[src/rtl/deser_pkg.sv]
// Shared types and helpers for the serial-to-parallel deserializer.
package deser_pkg;

  typedef enum logic [0:0] {IDLE, SHIFT} deser_state_t;

  // Counter width able to hold 0..w.
  function automatic int cnt_w(int w);
    return $clog2(w + 1);
  endfunction

endpackage

[src/rtl/deser_shift.sv]
// Shift register and bit counter; flags the qualified bit that completes a word.
module deser_shift
  import deser_pkg::*;
#(
  parameter int WIDTH     = 8,
  parameter int MSB_FIRST = 1,
  localparam int CntW     = cnt_w(WIDTH)
) (
  input  logic             c,
  input  logic             rst,
  input  logic             d,
  input  logic             dValid,
  input  logic             sync,
  output logic [WIDTH-1:0] sh,
  output logic [CntW-1:0]  cnt,
  output logic             done
);

  logic [WIDTH-1:0] shNext;

  always_comb begin
    shNext = sh;
    if (MSB_FIRST != 0) shNext = {sh[WIDTH-2:0], d};
    else                shNext = {d, sh[WIDTH-1:1]};
    // A sync bit always starts a new word, so it can never complete one.
    done = dValid && !sync && (cnt == CntW'(WIDTH - 1));
  end

  always_ff @(posedge c or posedge rst) begin
    if (rst) begin
      sh  <= '0;
      cnt <= '0;
    end else if (dValid) begin
      sh <= shNext;
      if (sync)      cnt <= CntW'(1);
      else if (done) cnt <= '0;
      else           cnt <= cnt + CntW'(1);
    end else if (sync) begin
      cnt <= '0;
    end
  end

endmodule

[src/rtl/deser_always_ff.sv]
// Deserializer top: word FSM, output register, valid/ready handshake, sticky overflow.
module deser_always_ff
  import deser_pkg::*;
#(
  parameter int WIDTH     = 8,
  parameter int MSB_FIRST = 1
) (
  input  logic             c,
  input  logic             rst,
  input  logic             d,
  input  logic             d_valid,
  input  logic             sync,
  output logic [WIDTH-1:0] q,
  output logic             q_valid,
  input  logic             q_ready,
  output logic             overflow,
  output logic             busy
);

  // Handshake: q is transferred on any rising edge of c where q_valid=1 and
  // q_ready=1; while q_valid=1 and q_ready=0, q holds its value unchanged.

  localparam int CntW = cnt_w(WIDTH);

  deser_state_t     state;
  logic [WIDTH-1:0] sh;
  logic [CntW-1:0]  cnt;
  logic             done;
  logic [WIDTH-1:0] word;

  deser_shift #(
    .WIDTH     (WIDTH),
    .MSB_FIRST (MSB_FIRST)
  ) u_shift (
    .c      (c),
    .rst    (rst),
    .d      (d),
    .dValid (d_valid),
    .sync   (sync),
    .sh     (sh),
    .cnt    (cnt),
    .done   (done)
  );

  // The completing bit bypasses sh and is merged straight into the word.
  always_comb begin
    word = sh;
    if (MSB_FIRST != 0) word = {sh[WIDTH-2:0], d};
    else                word = {d, sh[WIDTH-1:1]};
  end

  assign busy = (state == SHIFT);

  always_ff @(posedge c or posedge rst) begin
    if (rst) begin
      state    <= IDLE;
      q        <= '0;
      q_valid  <= 1'b0;
      overflow <= 1'b0;
    end else begin
      if (sync)         state <= d_valid ? SHIFT : IDLE;
      else if (d_valid) state <= done ? IDLE : SHIFT;

      if (done) begin
        if (!q_valid || q_ready) begin
          q       <= word;
          q_valid <= 1'b1;
        end else begin
          overflow <= 1'b1;
        end
      end else if (q_valid && q_ready) begin
        q_valid <= 1'b0;
      end
    end
  end

  // FSM and counter must always agree on whether a word is in progress.
  always_ff @(posedge c) begin
    if (!rst) assert ((state == SHIFT) == (cnt != '0));
  end

endmodule
[config.mk]
export PLATFORM = sky130hd
export DESIGN_NAME = deser_always_ff
export DESIGN_NICKNAME = d
export VERILOG_FILES = /design/src/rtl/deser_pkg.sv /design/src/rtl/deser_shift.sv /design/src/rtl/deser_always_ff.sv
export SDC_FILE = /design/constraint.sdc
export NUM_CORES = 1
export LEC_CHECK = 0
export ABC_CLOCK_PERIOD_IN_PS = 1630
export CAP_MARGIN = 20
export CELL_PAD_IN_SITES_DETAIL_PLACEMENT = 0
export CELL_PAD_IN_SITES_GLOBAL_PLACEMENT = 1
export CORE_ASPECT_RATIO = 0.5
export CORE_UTILIZATION = 24
export DETAILED_ROUTE_END_ITERATION = 8
export GPL_ROUTABILITY_DRIVEN = 0
export PLACE_DENSITY = 0.49
export SETUP_SLACK_MARGIN = 0.3
export SLEW_MARGIN = 10
export SYNTH_ARGS = -nofsm -noshare
export SYNTH_HDL_FRONTEND = slang
export SYNTH_SLANG_ARGS = --single-unit
export TNS_END_PERCENT = 100
[constraint.sdc]
create_clock -name c -period 1.63 [get_ports c]
set_clock_uncertainty 0.1 [all_clocks]
set_input_delay 0.4075 -clock c [delete_from_list [all_inputs] [get_ports c]]
set_output_delay 0.4075 -clock c [all_outputs]
set_load 0.05 [all_outputs]
==> results.md, run 1 <==
- Top Ports: 17
- CP max FO: 8
- Post-DR vias/cell: 4.00
- Area delta synth->final: 62.5%
- Cells after Synth: slightly above 60
- Clock root buffer: clkbuf_8
- Initial Utilization: 25.4%
- Post-synth cell types: 18
- DP Area: 1260 sq um
- Mapped Nets: 68
- Post-CTS Hold Buffers: 0
- ANT cells: 0
- Die area: around 3900 sq um
- Final period utilization: 91.2%
- Starting DRC count in detailed routing: 9
- RSZ-0062 raised after global routing: true
- Most common cell after layout, fill and taps aside: dfrtp_1
- GRT Util Overall: under 10%
- Cells on worst reg2reg path: 3
- Final ANT Viol Nets: 0
- Final hold violations: 0
- Max-cap viol count: 0
- Routed len/inst: 12.0 um
- Worst slew margin: 81.1%
- Synthesized area: ~900 sq um
- DP HPWL: 1240 um
- VDD IR max: ~0.31 mV
- First-pass GRT wire length: 2770 um
- # clock sinks: 22
- Critical Path AT: about 1.5 ns
- Fin util: 41.2%
- Final nets: 101
- Total wire length: around 1700 um
- Clock transition at path regs: 0.08 ns
- Register area share after synthesis: approximately 63%
- Post-route minimum period: ~1.5 ns
- Worst-margin pin slew: approximately 0.28 ns
- Pwr/cell area: between 900 and 1000 nW/um^2
- CP Class: input port to flop
- Final setup fails: 0
- LEAKAGE: 0.672 nW
- Slew Viols, Final: 0
- Core area: 3470 sq um
- Vias in the first global route: between 500 and 600
- RR Endpoint: q[3]$_DFFE_PP0P_
- DR DRC count: 0
- Share of layout cells above drive strength 1: between 50% and 60%
- Largest net degree at the start of global routing: 23
- Dpl cells: roughly 130
- 1st-pass router iterations: 4
- Total gr overflow: 0
- Die Span Y: 44.8 um
- Final Power: between 1 and 1.5 mW
- Worst min path class: input port to async pin
- H-tree Lvls: 1
- Die W: around 90 um
- Vias: 576
- Worst R2R Setup Slack: approximately 0.15 ns
- Latest clock arrival within the worst-skew pair: approximately 0.26 ns
- Syn Area/Cell: about 14 sq um
- CP startpoint kind: input port
- Clock Tree Buf Depth: 2
- Max Fclk: between 600 and 700 MHz
- Rows: 15
- Initial antenna violation count: 0
- Most frequent cells in the layout: 21 x dfrtp_1, 12 x buf_4, 11 x buf_12, 8 x mux2_4, 7 x mux2_2
- Critical path required time: around 1.7 ns
- CTS tree: built
- Outcome: complete, no violations
- Num CTS Buffers: 3
- Worst setup margin: approximately 0.14 ns
- Setup WS pre-CTS: -0.283 ns
- FF-to-FF Start: u_shift.cnt[3]$_DFFE_PP0P_
- Endpoint class of the critical path: flop
- Post-Layout Cell Count: 144
- Yosys warns: 0
- Design Area, Final: 1430 sq um
- IO buf count: 16
- Seq cells post-synth: 22
## registers in the layout, indices dropped and copies added, names as in the netlist
name,flops
u_shift.sh,7
u_shift.cnt,4
q,8
overflow,1
busy,1
q_valid,1
## report_power, final
part	internal [mW]	switching, mW	leakage (nW)	total, mW
clock network	0.328	0.172	0.0357	0.500
registers	0.609	0.0516	0.284	0.660
logic	0.136	0.0994	0.353	0.235
## layer usage
metal  share of wire (%)  track usage [%]  vias to the layer above
met2                  51             16.7                        8
met5                   0                0                        -
li1                    -                -                      276
met1                  45             11.7                      290
met3                 2.8             3.84                        2
met4                0.81             2.95                        0
## what timing repair did
action                                  in CTS  in global routing
pin swaps                                    2                  1
resized for setup                           12                  4
endpoints found under the setup margin      31                 20
setup buffers                                3                  4
## worst max path at each step
stage / endpoint / start
2_1_floorplan: q[0]$_DFFE_PP0P_ / q_valid$_DFFE_PP0P_
3_3_place_gp: q[3]$_DFFE_PP0P_ / sync
3_5_place_dp: q[3]$_DFFE_PP0P_ / sync
4_1_cts: q[3]$_DFFE_PP0P_ / u_shift.cnt[3]$_DFFE_PP0P_
5_1_grt: q[4]$_DFFE_PP0P_ / u_shift.cnt[3]$_DFFE_PP0P_
6_report: q[3]$_DFFE_PP0P_ / sync
## final cells by class
cell class,instances,area [sq um]
fillers,340,2040
multi-input cells,36,369
flip-flops and latches,22,552
clock buffers,3,41.3
repair buffers,29,368
clock inverters,1,30.0
well taps,51,63.8
inverters,2,7.51
## synthesized netlist by cell type
cell	instances	area, sq um
a21oi_1	4	20.0
and2b_2	1	8.76
and4bb_2	1	12.5
buf_2	1	5.00
dfrtp_1	22	551
ha_1	1	12.5
inv_1	2	7.51
mux2_2	15	169
mux2i_1	1	10.0
nand2_1	4	15.0
nand3_4	1	17.5
nand4_1	1	6.26
nor2_1	2	7.51
o21bai_1	1	7.51
or2b_1	1	7.51
or3_1	1	6.26
xnor2_1	1	8.76
xor2_1	1	8.76
## cells by family after synthesis
| group | synth area share, % |
|---|---|
| and+or+nand+nor | 9.23 |
| buffers and inverters | 1.42 |
| DFF | 62.5 |
| adders and majority gates | 1.42 |
| xor gates and xnor gates | 1.99 |
| AOI/OAI and AO/OA | 3.13 |
| muxes | 20.3 |
## worst max-delay path: stages
cell,delay [ns]
dlygate4sd2_1,0.24
and4bb_2,0.34
nand3_4,0.19
mux2_4,0.35
## through the flow
step / hold WS [ns] / TNS [ns]
2_1_floorplan: 0.297 / 0
3_3_place_gp: 0.386 / -2.79
3_5_place_dp: 0.413 / -3.27
4_1_cts: 0.388 / 0
5_1_grt: 0.413 / 0
6_report: 0.385 / 0
Power figures use the tool's default switching activity.
==> inputs of run 2 (changes only) <==
Settings changed: CTS_CLUSTER_DIAMETER from default to 50, GPL_TIMING_DRIVEN from default to 0.
==> run 2 against run 1 <==
Compared with the run above: the run now ends with design-rule violations left; core utilization decreased by 5.0 points; die area did not move; count of clock-buffer cells in the layout increased by 1; via count decreased by 3.1%; sequential power hardly changed; critical endpoint is now q[1]$_DFFE_PP0P_; highest routed layer unchanged.
==> results.md, run 2 (same netlist as run 1, synthesis figures left out) <==
- Outcome: finished with violations
- Failing checks: design-rule violations
- Final period utilization: 91.4% (+0.26 points)
- Top flop regs: q: 8 flops, u_shift.sh: 7 flops, u_shift.cnt: 4 flops
- CTS tree: built
- H-tree Lvls: 1 (unchanged)
- DR DRC count: 2 (+2)
- Initial Utilization: 25.4% (unchanged)
- LEAKAGE: 0.595 nW (-12%)
- Total gr overflow: 0 (unchanged)
- 1st-pass router iterations: 5 (+1)
- Initial antenna violation count: 0 (unchanged)
- Worst-margin pin slew: 0.490 ns (+0.207 ns)
- Final ANT Viol Nets: 0 (unchanged)
- Post-CTS Hold Buffers: 0 (unchanged)
- Final setup fails: 0 (unchanged)
- Most common cell after layout, fill and taps aside: dfrtp_1
- Post-route minimum period: 1.49 ns (+0.00425 ns)
- Post-Layout Cell Count: 137 (-4.9%)
- Final hold violations: 0 (unchanged)
- VDD IR max: 0.269 mV (-14%)
- Share of layout cells above drive strength 1: 50.0% (-3.8 points)
- Die Span Y: 44.8 um (unchanged)
- Rows: 15 (unchanged)
- Die area: 3930 sq um (unchanged)
- Sequential cell area: 552 sq um (unchanged)
- Total wire length: 1770 um (+2.0%)
- Crit path largest cell delay: 0.39 ns (+0.04 ns)
- Core area: 3470 sq um (unchanged)
- Clock transition at path regs: 0.08 ns (about the same)
- Fin util: 36.2% (-5.0 points)
- Worst min path class: input port to flop
- Max-cap viol count: 0 (unchanged)
- RSZ-0062 raised after global routing: true
- Clock root buffer: clkbuf_8
- Most frequent cells in the layout: 21 x dfrtp_1, 11 x buf_6, 8 x mux2_4, 7 x mux2_2, 5 x buf_4
- Slew Viols, Final: 0 (unchanged)
- Routed len/inst: 12.9 um (+7.2%)
- Worst slew margin: 67.2% (-14 points)
- Top Ports: 17 (unchanged)
- Fin Setup TNS: 0 ns (unchanged)
- Die W: 87.7 um (unchanged)
- IO buf count: 16 (unchanged)
- CP startpoint kind: flop
- Max Fclk: 671 MHz (-0.29%)
- Largest Register: q
- Crit-path slowest cell: dfrtp_1
- Largest net degree at the start of global routing: 23 (unchanged)
- Latest clock arrival within the worst-skew pair: 0.26 ns (about the same)
- Critical Path AT: 1.54 ns (about the same)
- DP HPWL: 1130 um (-8.9%)
- Starting DRC count in detailed routing: 34 (+25)
- First-pass GRT wire length: 2920 um (+5.2%)
- CP Class: flop to flop
- Endpoint class of the critical path: flop
- Pwr/cell area: 992 nW/um^2 (+1.8%)
- Area delta synth->final: 42.8%
- Critical path cell sequence: and4bb_2, nand3_4, mux2_4
- Buffer and inverter count on the worst path: 0 (-1)
- Num CTS Buffers: 3 (unchanged)
- Worst R2R Setup Slack: 0.14 ns (about the same)
- Crit-path leading delay family: simple AND/OR/NAND/NOR gates
- ANT cells: 0 (unchanged)
- Clock Tree Buf Depth: 2 (unchanged)
- CP max FO: 8 (unchanged)
- Area of the multi-input gates: 360 sq um (-2.4%)
- Final nets: 94 (-6.9%)
- Vias in the first global route: 600 (+0.33%)
- Max reg flops: 8 (unchanged)
- Fillers: 348 (+2.4%)
- Critical path required time: 1.67 ns (about the same)
- Dpl cells: 128 (-3.8%)
- Post-DR vias/cell: 4.07 (+1.8%)
- Worst Hold Margin: 0.368 ns (-0.0170 ns)
- Vias: 558 (-3.1%)
- GRT Util Overall: 10.4% (+0.57 points)
- # clock sinks: 22 (unchanged)
[run 2: power by group]
part | internal, mW | total [mW] | switching, mW | leakage, nW
Clock | 0.215 | 0.384 | 0.169 | 0.0288
Sequential | 0.609 | 0.657 | 0.0482 | 0.284
Combinational | 0.106 | 0.207 | 0.101 | 0.282
[run 2: worst register-to-register path: cells and delay by family, from the launching register on]
kind	cells	cell delay [ns]
flops	1	0.39
simple gates	2	0.53
mux	1	0.35
[run 2: stage by stage]
step / setup WS (ns) / instance area [sq um] / total power [mW]
after global routing: 0.0915 / 1260 / 1.32
after detailed placement: -0.412 / 1110 / 0.847
after CTS: 0.123 / 1230 / 1.26
final: 0.140 / 1260 / 1.25
after global placement: -0.394 / 1110 / 0.836
after floorplan: 0.139 / 882 / 0.779
[run 2: cell type report]
cell class / count / area share, %
buffer: 1 / 0.398
multi-input combinational: 36 / 28.7
tap: 51 / 5.07
inverter: 2 / 0.896
clock buffer: 4 / 4.38
timing repair buffer: 21 / 16.7
sequential: 22 / 43.9
[run 2: what timing repair did]
item,4_1_cts,5_1_grt
resized for setup,90,4
endpoints found under the hold margin,0,0
pin swaps,2,0
setup buffers,3,2
gates cloned,0,0
setup endpoints to repair,33,26
[run 2: final timing paths]
kind	start	endpoint	cells after the start
hold / removal	sync	u_shift.cnt[1]$_DFFE_PP0P_	2
hold reg to reg	overflow$_DFFE_PP0P_	overflow$_DFFE_PP0P_	1
max in group asynchronous	rst	q_valid$_DFFE_PP0P_	2
setup reg to reg	u_shift.cnt[3]$_DFFE_PP0P_	q[1]$_DFFE_PP0P_	3
min in group asynchronous	rst	overflow$_DFFE_PP0P_	2
setup / recovery	u_shift.cnt[3]$_DFFE_PP0P_	q[1]$_DFFE_PP0P_	3
[run 2: layer usage]
layer | track usage, % | up-vias | routed length, um
li1 | - | 262 | -
met1 | 11.6 | 288 | 797
met2 | 19.5 | 6 | 911
met3 | 3.84 | 2 | 42
met4 | 1.97 | 0 | 18
met5 | 0 | - | 0
